==> src/rtl/alu_serial_ctrl_pkg.sv <==
// Shared definitions for the bit-serial ALU sequencer.
//   - ALU opcodes as seen on ctrl_i
//   - 2-bit operation codes understood by the 1-bit slice
//   - FSM state encodings (plain localparam constants)
//   - slice control bundle and the opcode -> slice control decoder
package alu_serial_ctrl_pkg;

  localparam logic [3:0] ALU_AND = 4'b0000;
  localparam logic [3:0] ALU_OR  = 4'b0001;
  localparam logic [3:0] ALU_ADD = 4'b0010;
  localparam logic [3:0] ALU_SUB = 4'b0110;
  localparam logic [3:0] ALU_SLT = 4'b0111;
  localparam logic [3:0] ALU_NOR = 4'b1100;

  localparam logic [1:0] SLICE_AND  = 2'b00;
  localparam logic [1:0] SLICE_OR   = 2'b01;
  localparam logic [1:0] SLICE_SUM  = 2'b10;
  localparam logic [1:0] SLICE_LESS = 2'b11;

  localparam logic [1:0] ST_IDLE = 2'b00;
  localparam logic [1:0] ST_RUN  = 2'b01;
  localparam logic [1:0] ST_DONE = 2'b10;

  typedef struct packed {
    logic       a_inv;
    logic       b_inv;
    logic [1:0] op;
  } slice_ctrl_t;

  // Illegal opcodes fall back to a plain AND; the sequencer forces their
  // outputs to zero, so the slice setting only needs to be harmless.
  function automatic slice_ctrl_t decode_ctrl(input logic [3:0] ctrl);
    slice_ctrl_t sc;
    case (ctrl)
      ALU_AND:          sc = {1'b0, 1'b0, SLICE_AND};
      ALU_OR:           sc = {1'b0, 1'b0, SLICE_OR};
      ALU_ADD:          sc = {1'b0, 1'b0, SLICE_SUM};
      ALU_SUB, ALU_SLT: sc = {1'b0, 1'b1, SLICE_SUM};
      ALU_NOR:          sc = {1'b1, 1'b1, SLICE_AND};
      default:          sc = {1'b0, 1'b0, SLICE_AND};
    endcase
    return sc;
  endfunction

endpackage

==> src/rtl/alu_serial_ctrl_slice.sv <==
// alu_slice_1b: combinational 1-bit ALU slice.
// Ports:
//   src1, src2          operand bits
//   less                value passed through for the LESS operation
//   A_invert, B_invert  invert the corresponding operand bit before use
//   cin                 carry in
//   operation[1:0]      00 AND, 01 OR, 10 SUM, 11 LESS
//   result, cout        slice result bit and full-adder carry out
module alu_slice_1b
  import alu_serial_ctrl_pkg::*;
(
  input  logic       src1,
  input  logic       src2,
  input  logic       less,
  input  logic       A_invert,
  input  logic       B_invert,
  input  logic       cin,
  input  logic [1:0] operation,
  output logic       result,
  output logic       cout
);

  logic a;
  logic b;

  assign a    = src1 ^ A_invert;
  assign b    = src2 ^ B_invert;
  assign cout = (a & b) | (a & cin) | (b & cin);

  // NOTE: every output of a combinational block gets a default before the
  // case, so no path can leave it unassigned and infer a latch.
  always_comb begin
    result = 1'b0;
    case (operation)
      SLICE_AND:  result = a & b;
      SLICE_OR:   result = a | b;
      SLICE_SUM:  result = a ^ b ^ cin;
      SLICE_LESS: result = less;
      default:    result = 1'b0;
    endcase
  end

endmodule

==> src/rtl/alu_serial_ctrl.sv <==
// alu_serial_ctrl: bit-serial ALU sequencer. One 1-bit slice is stepped over
// WIDTH cycles, LSB first, with its carry fed back through a flop.
// Ports:
//   clk_i, rst_i          clock, synchronous active-high reset
//   start_i               request, accepted only in IDLE
//   src1_i, src2_i        operands, latched on acceptance
//   ctrl_i                ALU opcode, latched on acceptance
//   busy_o                high in RUN and DONE
//   done_o                one-cycle pulse, result outputs valid
//   result_o, zero_o      result and result==0, held until the next DONE
//   cout_o, overflow_o    final carry / signed overflow (ADD/SUB only)
module alu_serial_ctrl
  import alu_serial_ctrl_pkg::*;
#(
  parameter int WIDTH = 32,
  parameter int CNT_W = 5
) (
  input  logic             clk_i,
  input  logic             rst_i,
  input  logic             start_i,
  input  logic [WIDTH-1:0] src1_i,
  input  logic [WIDTH-1:0] src2_i,
  input  logic [3:0]       ctrl_i,
  output logic             busy_o,
  output logic             done_o,
  output logic [WIDTH-1:0] result_o,
  output logic             zero_o,
  output logic             cout_o,
  output logic             overflow_o
);

  logic [1:0]       state;
  logic [CNT_W-1:0] cnt;
  logic             carry;
  logic [WIDTH-1:0] a_q;
  logic [WIDTH-1:0] b_q;
  logic [3:0]       ctrl_q;
  // The MSB never lands here: it is taken straight from the slice when the
  // final result is assembled.
  logic [WIDTH-2:0] shreg;

  slice_ctrl_t      sc_run;
  slice_ctrl_t      sc_new;
  logic             s_result;
  logic             s_cout;
  logic             last_bit;
  logic             accept;
  logic             msb_ovf;
  logic [WIDTH-1:0] raw_vec;
  logic [WIDTH-1:0] fin_result;
  logic             fin_cout;
  logic             fin_ovf;

  assign sc_run   = decode_ctrl(ctrl_q);
  assign sc_new   = decode_ctrl(ctrl_i);
  assign last_bit = (cnt == CNT_W'(WIDTH - 1));
  assign accept   = (state == ST_IDLE) && start_i;

  alu_slice_1b u_slice (
    .src1      (a_q[cnt]),
    .src2      (b_q[cnt]),
    .less      (1'b0),
    .A_invert  (sc_run.a_inv),
    .B_invert  (sc_run.b_inv),
    .cin       (carry),
    .operation (sc_run.op),
    .result    (s_result),
    .cout      (s_cout)
  );

  // Evaluated during the last RUN cycle, while the slice is on the MSB.
  assign raw_vec = {s_result, shreg};
  assign msb_ovf = carry ^ s_cout;

  always_comb begin
    fin_result = '0;
    fin_cout   = 1'b0;
    fin_ovf    = 1'b0;
    case (ctrl_q)
      ALU_AND, ALU_OR, ALU_NOR: fin_result = raw_vec;
      ALU_ADD, ALU_SUB: begin
        fin_result = raw_vec;
        fin_cout   = s_cout;
        fin_ovf    = msb_ovf;
      end
      // Sign of the true difference: MSB of the wrapped sum, corrected by overflow.
      ALU_SLT: fin_result = {{(WIDTH-1){1'b0}}, s_result ^ msb_ovf};
      default: ;
    endcase
  end

  // NOTE: sequential state is written with non-blocking assignments only, so
  // every flop samples values from before the clock edge.
  always_ff @(posedge clk_i) begin
    if (rst_i) begin
      state      <= ST_IDLE;
      cnt        <= '0;
      carry      <= 1'b0;
      result_o   <= '0;
      zero_o     <= 1'b1;
      cout_o     <= 1'b0;
      overflow_o <= 1'b0;
    end else begin
      case (state)
        ST_IDLE: begin
          if (start_i) begin
            cnt   <= '0;
            carry <= sc_new.b_inv;  // +1 of the two's-complement negate
            state <= ST_RUN;
          end
        end
        ST_RUN: begin
          carry <= s_cout;
          if (last_bit) begin
            result_o   <= fin_result;
            zero_o     <= (fin_result == '0);
            cout_o     <= fin_cout;
            overflow_o <= fin_ovf;
            state      <= ST_DONE;
          end else begin
            cnt <= cnt + CNT_W'(1);
          end
        end
        ST_DONE: state <= ST_IDLE;
        default: state <= ST_IDLE;
      endcase
    end
  end

  // NOTE: operand latches and the shift register carry no reset: each run
  // reloads the operands and rewrites every shift-register bit before use.
  always_ff @(posedge clk_i) begin
    if (accept) begin
      a_q    <= src1_i;
      b_q    <= src2_i;
      ctrl_q <= ctrl_i;
    end
    if (state == ST_RUN && !last_bit) begin
      shreg[cnt] <= s_result;
    end
  end

  assign busy_o = (state != ST_IDLE);
  assign done_o = (state == ST_DONE);

endmodule

==> config.mk <==
export PLATFORM = sky130hd
export DESIGN_NAME = alu_serial_ctrl
export DESIGN_NICKNAME = d
export VERILOG_FILES = /design/src/rtl/alu_serial_ctrl_pkg.sv /design/src/rtl/alu_serial_ctrl_slice.sv /design/src/rtl/alu_serial_ctrl.sv
export SDC_FILE = /design/constraint.sdc
export NUM_CORES = 1
export LEC_CHECK = 0
export BUFFER_PORTS_ARGS = -buffer_cell sky130_fd_sc_hd__buf_2
export CAP_MARGIN = 0
export CORE_ASPECT_RATIO = 1.2
export CORE_MARGIN = 5
export CORE_UTILIZATION = 29
export CTS_CLUSTER_SIZE = 20
export DETAILED_ROUTE_END_ITERATION = 12
export MAX_ROUTING_LAYER = met4
export PLACE_DENSITY_LB_ADDON = 0.2
export REMOVE_ABC_BUFFERS = 1
export SYNTH_ARGS = -nofsm -noshare
export SYNTH_HDL_FRONTEND = slang
export SYNTH_HIERARCHICAL = 1
export SYNTH_SLANG_ARGS = --single-unit
==> constraint.sdc <==
create_clock -name clk_i -period 5.8 [get_ports clk_i]
set_clock_uncertainty 0.05 [all_clocks]
set_input_delay 1.16 -clock clk_i [delete_from_list [all_inputs] [get_ports clk_i]]
set_output_delay 1.16 -clock clk_i [all_outputs]
set_load 0.05 [all_outputs]
==> results of run 1 <==
[metrics by stage]
stage                     power, mW  hold slack, ps  cells
after floorplan                1.26             490    409
final                          2.27             393    813
after global routing           2.36             412    813
after CTS                      2.30             398    813
after global placement         1.32             389    781
after detailed placement       1.32             392    781
[worst register-to-register path, stage by stage, from the launching register on]
cell	delay [ps]
dfxtp_1	910
mux4_2	590
nor2b_1	150
a21oi_1	120
o2111ai_1	190
xor2_1	330
fa_1	470
mux4_2	760
xor2_1	260
a41oi_1	170
a221o_1	350
[worst max path at each step]
stage                   startpoint                  end  slack (ps)  cells after the start
3_5_place_dp   cnt[0]$_SDFFE_PP0P_  zero_o$_SDFFE_PP1P_        1290                     10
3_3_place_gp   cnt[0]$_SDFFE_PP0P_  zero_o$_SDFFE_PP1P_        1440                     10
6_report       cnt[0]$_SDFFE_PP0P_  zero_o$_SDFFE_PP1P_        1330                     10
2_1_floorplan              start_i  cnt[1]$_SDFFE_PP0P_        1100                      4
4_1_cts        cnt[0]$_SDFFE_PP0P_  zero_o$_SDFFE_PP1P_        1270                     10
5_1_grt        cnt[0]$_SDFFE_PP0P_  zero_o$_SDFFE_PP1P_         880                     10
[layer usage]
| metal | GRT usage [%] | share of wire [%] |
|---|---|---|
| met5 | - | 0 |
| met3 | 3.41 | 5.1 |
| met4 | 5.20 | 2.2 |
| met1 | 15.0 | 45 |
| met2 | 18.8 | 48 |
[report_power, final]
group / internal [mW] / total [mW] / switching (mW)
clock: 0.591 / 0.973 / 0.381
combinational: 0.0540 / 0.138 / 0.0839
sequential: 1.14 / 1.16 / 0.0176
total: 1.79 / 2.27 / 0.483
[cell usage after synthesis, types with 2 or more instances]
| library cell | count | area share (%) |
|---|---|---|
| edfxtp_1 | 99 | 52 |
| dfxtp_1 | 43 | 15 |
| nand2_1 | 42 | 2.7 |
| nor2_1 | 42 | 2.7 |
| a21oi_1 | 38 | 3.3 |
| o211ai_1 | 32 | 4.2 |
| clkbuf_1 | 18 | 1.2 |
| mux2i_1 | 11 | 1.9 |
| mux4_2 | 11 | 4.3 |
| buf_2 | 10 | 0.87 |
| nor4_1 | 9 | 0.98 |
| ha_1 | 7 | 1.5 |
| inv_1 | 7 | 0.46 |
| nor2b_1 | 5 | 0.54 |
| xor2_1 | 5 | 0.76 |
| nand3b_1 | 4 | 0.52 |
| nand4_1 | 4 | 0.43 |
| nor3_1 | 4 | 0.35 |
| a22oi_1 | 3 | 0.39 |
| nand3_1 | 3 | 0.26 |
| o21ai_0 | 3 | 0.26 |
| o22ai_1 | 3 | 0.33 |
| or3b_2 | 3 | 0.46 |
| a211oi_1 | 2 | 0.26 |
| a31oi_1 | 2 | 0.22 |
| a41oi_1 | 2 | 0.30 |
| mux2_2 | 2 | 0.39 |
| nand2b_1 | 2 | 0.22 |
| nor3b_1 | 2 | 0.26 |
| nor3b_2 | 2 | 0.43 |
| o221ai_1 | 2 | 0.30 |
| or3_1 | 2 | 0.22 |
[sequential cells by signal, summed over array words and instances, names as in the netlist]
signal / count
a_q: 32
b_q: 32
result_o: 32
shreg: 31
cnt: 5
ctrl_q: 4
state: 2
carry: 1
cout_o: 1
overflow_o: 1
zero_o: 1
[kinds of logic (layout without fill, tap and decap cells)]
logic type / count (synthesis) / count (layout) / synth area share, %
muxes: 24 / 24 / 6.61
adders and majority gates: 8 / 8 / 1.87
AOI/OAI and AO/OA: 89 / 89 / 9.87
buffers and inverters: 37 / 150 / 2.76
other: 1 / 1 / 0.0651
xor gates and xnor gates: 6 / 6 / 0.913
DFF: 142 / 142 / 66.6
and+or+nand+nor: 132 / 132 / 11.3
[cell type report]
type / count / area, um^2 / share of cell area [%]
clock buffers: 22 / 454 / 6.43
multi-input cells: 260 / 1780 / 25.2
inverters: 7 / 26.3 / 0.372
repair buffers: 111 / 566 / 8.01
flip-flops and latches: 142 / 3830 / 54.3
clock inverters: 10 / 73.8 / 1.05
well taps: 261 / 327 / 4.62
==> impl_metrics.tcl, run 1 <==
set metrics [dict create \
    first_iter_violations 194 \
    final_common_cell "buf_2" \
    ant_nets 0 \
    hold_end "result_o[24]$_SDFFE_PP0P_" \
    final_max_slew_viol_count 0 \
    rr_startpoint "cnt[0]$_SDFFE_PP0P_" \
    rsz0062_at_grt "false" \
    path_class "reg -> reg" \
    drive_above_1_share_pct 29.3 \
    ys_warn_count 6 \
    power_density_mw_per_mm2 321 \
    cts_hold_buf 0 \
    regToRegSetupSlack_ps 1330 \
    reg2reg_to "zero_o$_SDFFE_PP1P_" \
    mostFrequentLayoutCells "buf_2, edfxtp_1, dfxtp_1" \
    path_cells "mux4_2 -> nor2b_1 -> a21oi_1 -> o2111ai_1 -> xor2_1 -> fa_1 -> mux4_2 -> xor2_1 -> a41oi_1 -> a221o_1" \
    grt_overflow 0 \
    cp_max_fo 34 \
    start_util_pct 29.5 \
    cp_num_buf_inv 0 \
    slowest_stage "dfxtp_1" \
    fin_area_mm2 0.00706 \
    netlist_area_mm2 0.00576 \
    pre_cts_ws_ps 1290 \
    path_clk_slew_ps 60 \
    fin_nets 618 \
    cp_top_family "multiplexers" \
    hold_path.class "reg -> reg" \
    cts_tree "yes" \
    dr.pass1.iters 4 \
    htreeDepth 4 \
    viasPerCell 4.62 \
    grt_pass1_wl_um 21000 \
    fin_tns_setup_ps 0 \
    slew_headroom_pct 15.5 \
    status "complete, no violations" \
    final-hold-violation-count 0 \
    reg2regPathDepth 10 \
    ys_seq_area_share_pct 66.6 \
    fmax_ghz 0.224 \
    dp_hpwl_um 9230 \
    crit_path_start_kind "flip-flop" \
    synth_seq_cells 142 \
    fin_crit_sh_pct 77.0 \
    syn_avg_cell_area_um2 13.1 \
    cts_buffer_depth 2 \
    fill_cells 1919 \
    netlist_instances 439 \
    io_pins 108 \
    cts_inserted_buffers 17 \
    period_needed_ps 4470 \
    syn_to_final_growth_pct 22.7 \
    first_global_vias 4029 \
    synthArstFlopShare_pct 0 \
    endpoint_kind "flip-flop" \
    dieArea_mm2 0.0228 \
    grt_use_total_pct 12.1 \
    worst_pin_slew_ps 1270 \
    critPathRequiredTime_ps 6050 \
    std_cell_rows 56 \
    clkLatencyLatePin_ps 420 \
    final_util_pct 36.1 \
    synth_cell_types 47 \
    core_area_mm2 0.0195 \
    postCtsSetupRepairBufs 0 \
    ys.flop_type "edfxtp_1" \
    setup_viol 0 \
    routedWlPerCell_um 15.8 \
    post_dp_cell_area_mm2 0.00654 \
    cts_root_buffer "clkbuf_16" \
    maxCapViolations 0 \
    arrival_ps 4720 \
    antenna_found_initial 0 \
    io_buffers 107 \
    hold_path_depth 2 \
    peakVddDrop_v 0.000190 \
    cts_resized 0 \
    drc 0 \
    cpPeakStageDelay_ps 910 \
    cts.sinks 142 \
    min_from "result_o[24]$_SDFFE_PP0P_" \
    die_h_um 164 \
    fin_ws_ps 1330 \
    finalWirelength_um 12900 \
    grt_max_degree 74 \
    power_leakage_nw 2.48 \
    diodes 0 \
    die_w_um 139 \
    place.gp.congestion 0.793 \
    vias 3758 \
    synth_edf_count 99 \
]
Power figures use the tool's default switching activity.
==> run 2, diff against run 1 <==
--- a/config.mk
+++ b/config.mk
@@ -5,6 +5,7 @@
 export SDC_FILE = /design/constraint.sdc
 export NUM_CORES = 1
 export LEC_CHECK = 0
+export ABC_AREA = 1
 export BUFFER_PORTS_ARGS = -buffer_cell sky130_fd_sc_hd__buf_2
 export CAP_MARGIN = 0
 export CORE_ASPECT_RATIO = 1.2
==> constraint.sdc (replaced) <==
create_clock -name clk_i -period 4.5 [get_ports clk_i]
set_clock_uncertainty 0.05 [all_clocks]
set_input_delay 0.9 -clock clk_i [delete_from_list [all_inputs] [get_ports clk_i]]
set_output_delay 0.9 -clock clk_i [all_outputs]
set_load 0.05 [all_outputs]
==> impl_metrics.tcl, run 2 <==
set metrics [dict create \
    final-hold-violation-count 0 \
    synthArstFlopShare_pct 0 \
    dp_hpwl_um 9690 \
    std_cell_rows 56 \
    whs_ps 456 \
    io_pins 108 \
    grt_overflow 0 \
    die_h_um 165 \
    place.gp.congestion 0.851 \
    ys_warn_count 6 \
    cts_buffer_depth 2 \
    mostFrequentLayoutCells "buf_2, edfxtp_1, nor2_1" \
    critPathRequiredTime_ps 4760 \
    fin_nets 738 \
    final_max_slew_viol_count 0 \
    synth_cell_types 35 \
    grt_max_degree 70 \
    ys_seq_area_share_pct 66.0 \
    power.internal_mw 2.34 \
    path_clk_slew_ps 60 \
    synth.most_common_cell "edfxtp_1" \
    htreeDepth 4 \
    cpPeakStageDelay_ps 670 \
    cts_hold_buf 0 \
    final_common_cell "buf_2" \
    arrival_ps 4030 \
    routedWlPerCell_um 14.6 \
    syn_to_final_growth_pct 22.7 \
    synth_commonest_cells "edfxtp_1, nor2_1, nand2_1" \
    antenna_found_initial 0 \
    yosysTopAreaCellShare_pct 51.2 \
    viasPerCell 4.50 \
    cts_resized 0 \
    power_mw 3.04 \
    fin_crit_sh_pct 83.9 \
    cts_root_buffer "clkbuf_16" \
    switching_power_uw 693 \
    syn_avg_cell_area_um2 10.5 \
    finalWirelength_um 13600 \
    setup_viol 0 \
    seqPwrFrac_pct 49.0 \
    final_util_pct 36.3 \
    rsz0062_at_grt "false" \
    slowest_stage "dfxtp_1" \
    drive_above_1_share_pct 23.4 \
    drc 0 \
    clkLatencyLatePin_ps 430 \
    period_needed_ps 3770 \
    path_cells "inv_2 -> o21ai_0 -> o22ai_1 -> nand2_1 -> nand4_1 -> or2_1 -> xnor2_1 -> inv_1 -> fa_1 -> inv_1 -> nand2_1 -> nand3_1 -> nand2_1 -> inv_1 -> nand2_1 -> nand3_1 -> nand2_1 -> nor2_1 -> nand3_1 -> o21bai_2" \
    crit_path_start_kind "flip-flop" \
    endpoint_kind "flip-flop" \
    ys.flop_type "edfxtp_1" \
    pre_cts_ws_ps 686 \
    cp_num_buf_inv 4 \
    core_area_mm2 0.0196 \
    grt_pass1_wl_um 21700 \
    swShare_pct 22.8 \
    netlist_area_mm2 0.00581 \
    dr.pass1.iters 4 \
    power_density_mw_per_mm2 426 \
    first_global_vias 4381 \
    cp_top_family "simple AND/OR/NAND/NOR gates" \
    yosys-top-cells-area "edfxtp_1, dfxtp_1, o21ai_0" \
    cts_tree "yes" \
    dieArea_mm2 0.0230 \
    post_dp_cell_area_mm2 0.00657 \
    power_leakage_nw 2.82 \
    netlist_instances 553 \
    cp_max_fo 35 \
    fmax_ghz 0.265 \
    diodes 0 \
    synth_seq_cells 142 \
    peakVddDrop_v 0.000270 \
    fin_tns_setup_ps 0 \
    postCtsSetupRepairBufs 0 \
    start_util_pct 29.6 \
    maxCapViolations 0 \
    p_comb_share_pct 7.6 \
    slew_headroom_pct 38.6 \
    grt_use_total_pct 12.5 \
    fin_ws_ps 725 \
    largestRegisters "a_q: 32 flops, b_q: 32 flops, result_o: 32 flops" \
    place_inst 901 \
    path_class "reg -> reg" \
    hold_path.class "reg -> reg" \
    cts.sinks 142 \
    fin_area_mm2 0.00712 \
    io_buffers 107 \
    synth_edf_count 99 \
    p_clk_share_pct 43.4 \
    cpMostUsedCell "nand2_1" \
    cts_inserted_buffers 17 \
    status "complete, no violations" \
    die_w_um 139 \
    yosys.area.top_type "edfxtp_1" \
    layout.cells.non_filler 933 \
    ant_nets 0 \
    first_iter_violations 220 \
    worst_pin_slew_ps 920 \
    vias 4195 \
]
## run 2: cells by family (layout without fill, tap and decap cells)
| family | Yosys count | in the layout | share of synthesized area (%) |
|---|---|---|---|
| flops | 142 | 142 | 66.0 |
| buf+inv | 63 | 182 | 4.72 |
| fa+ha+maj | 8 | 8 | 1.85 |
| other cells | 1 | 1 | 0.0646 |
| simple gates | 198 | 198 | 14.1 |
| xor+xnor | 4 | 4 | 0.604 |
| compound gates | 137 | 137 | 12.6 |
## run 2: worst min-delay path, cell delays in order (launching register included)
cell     delay [ps]
dfxtp_1         330
nand2_1          70
a21oi_1          60
## run 2: worst paths after layout
| path | startpoint | slack (ps) | endpoint | depth (start not counted) |
|---|---|---|---|---|
| min | overflow_o$_SDFFE_PP0P_ | 460 | overflow_o$_SDFFE_PP0P_ | 2 |
| max reg2reg | cnt[0]$_SDFFE_PP0P_ | 730 | zero_o$_SDFFE_PP1P_ | 20 |
| min reg2reg | overflow_o$_SDFFE_PP0P_ | 460 | overflow_o$_SDFFE_PP0P_ | 2 |
| max | cnt[0]$_SDFFE_PP0P_ | 730 | zero_o$_SDFFE_PP1P_ | 20 |
## run 2: layout make-up
cell class | instances | area, um^2
clock inverter | 15 | 129
clock buffer | 17 | 425
timing repair buffer | 111 | 566
multi-input combinational | 348 | 1700
sequential | 142 | 3830
tap | 261 | 327
inverter | 39 | 146
fill | 2004 | 12500
## run 2: per-layer routing
metal  vias to the layer above  part of all wire, %  GRT usage [%]
met4                         0                  1.2           3.47
li1                       2124                    -              -
met5                         -                    0              -
met2                       128                   48           20.0
met3                        21                  5.5           4.03
met1                      1922                   46           15.3
## run 2: power by group through the flow
stage,Sequential [mW],Combinational [mW],Clock (mW)
finish,1.49,0.231,1.32
global route,1.49,0.265,1.40
CTS,1.49,0.237,1.35
detailed placement,1.52,0.236,0
global placement,1.52,0.231,0
floorplan,1.51,0.140,0
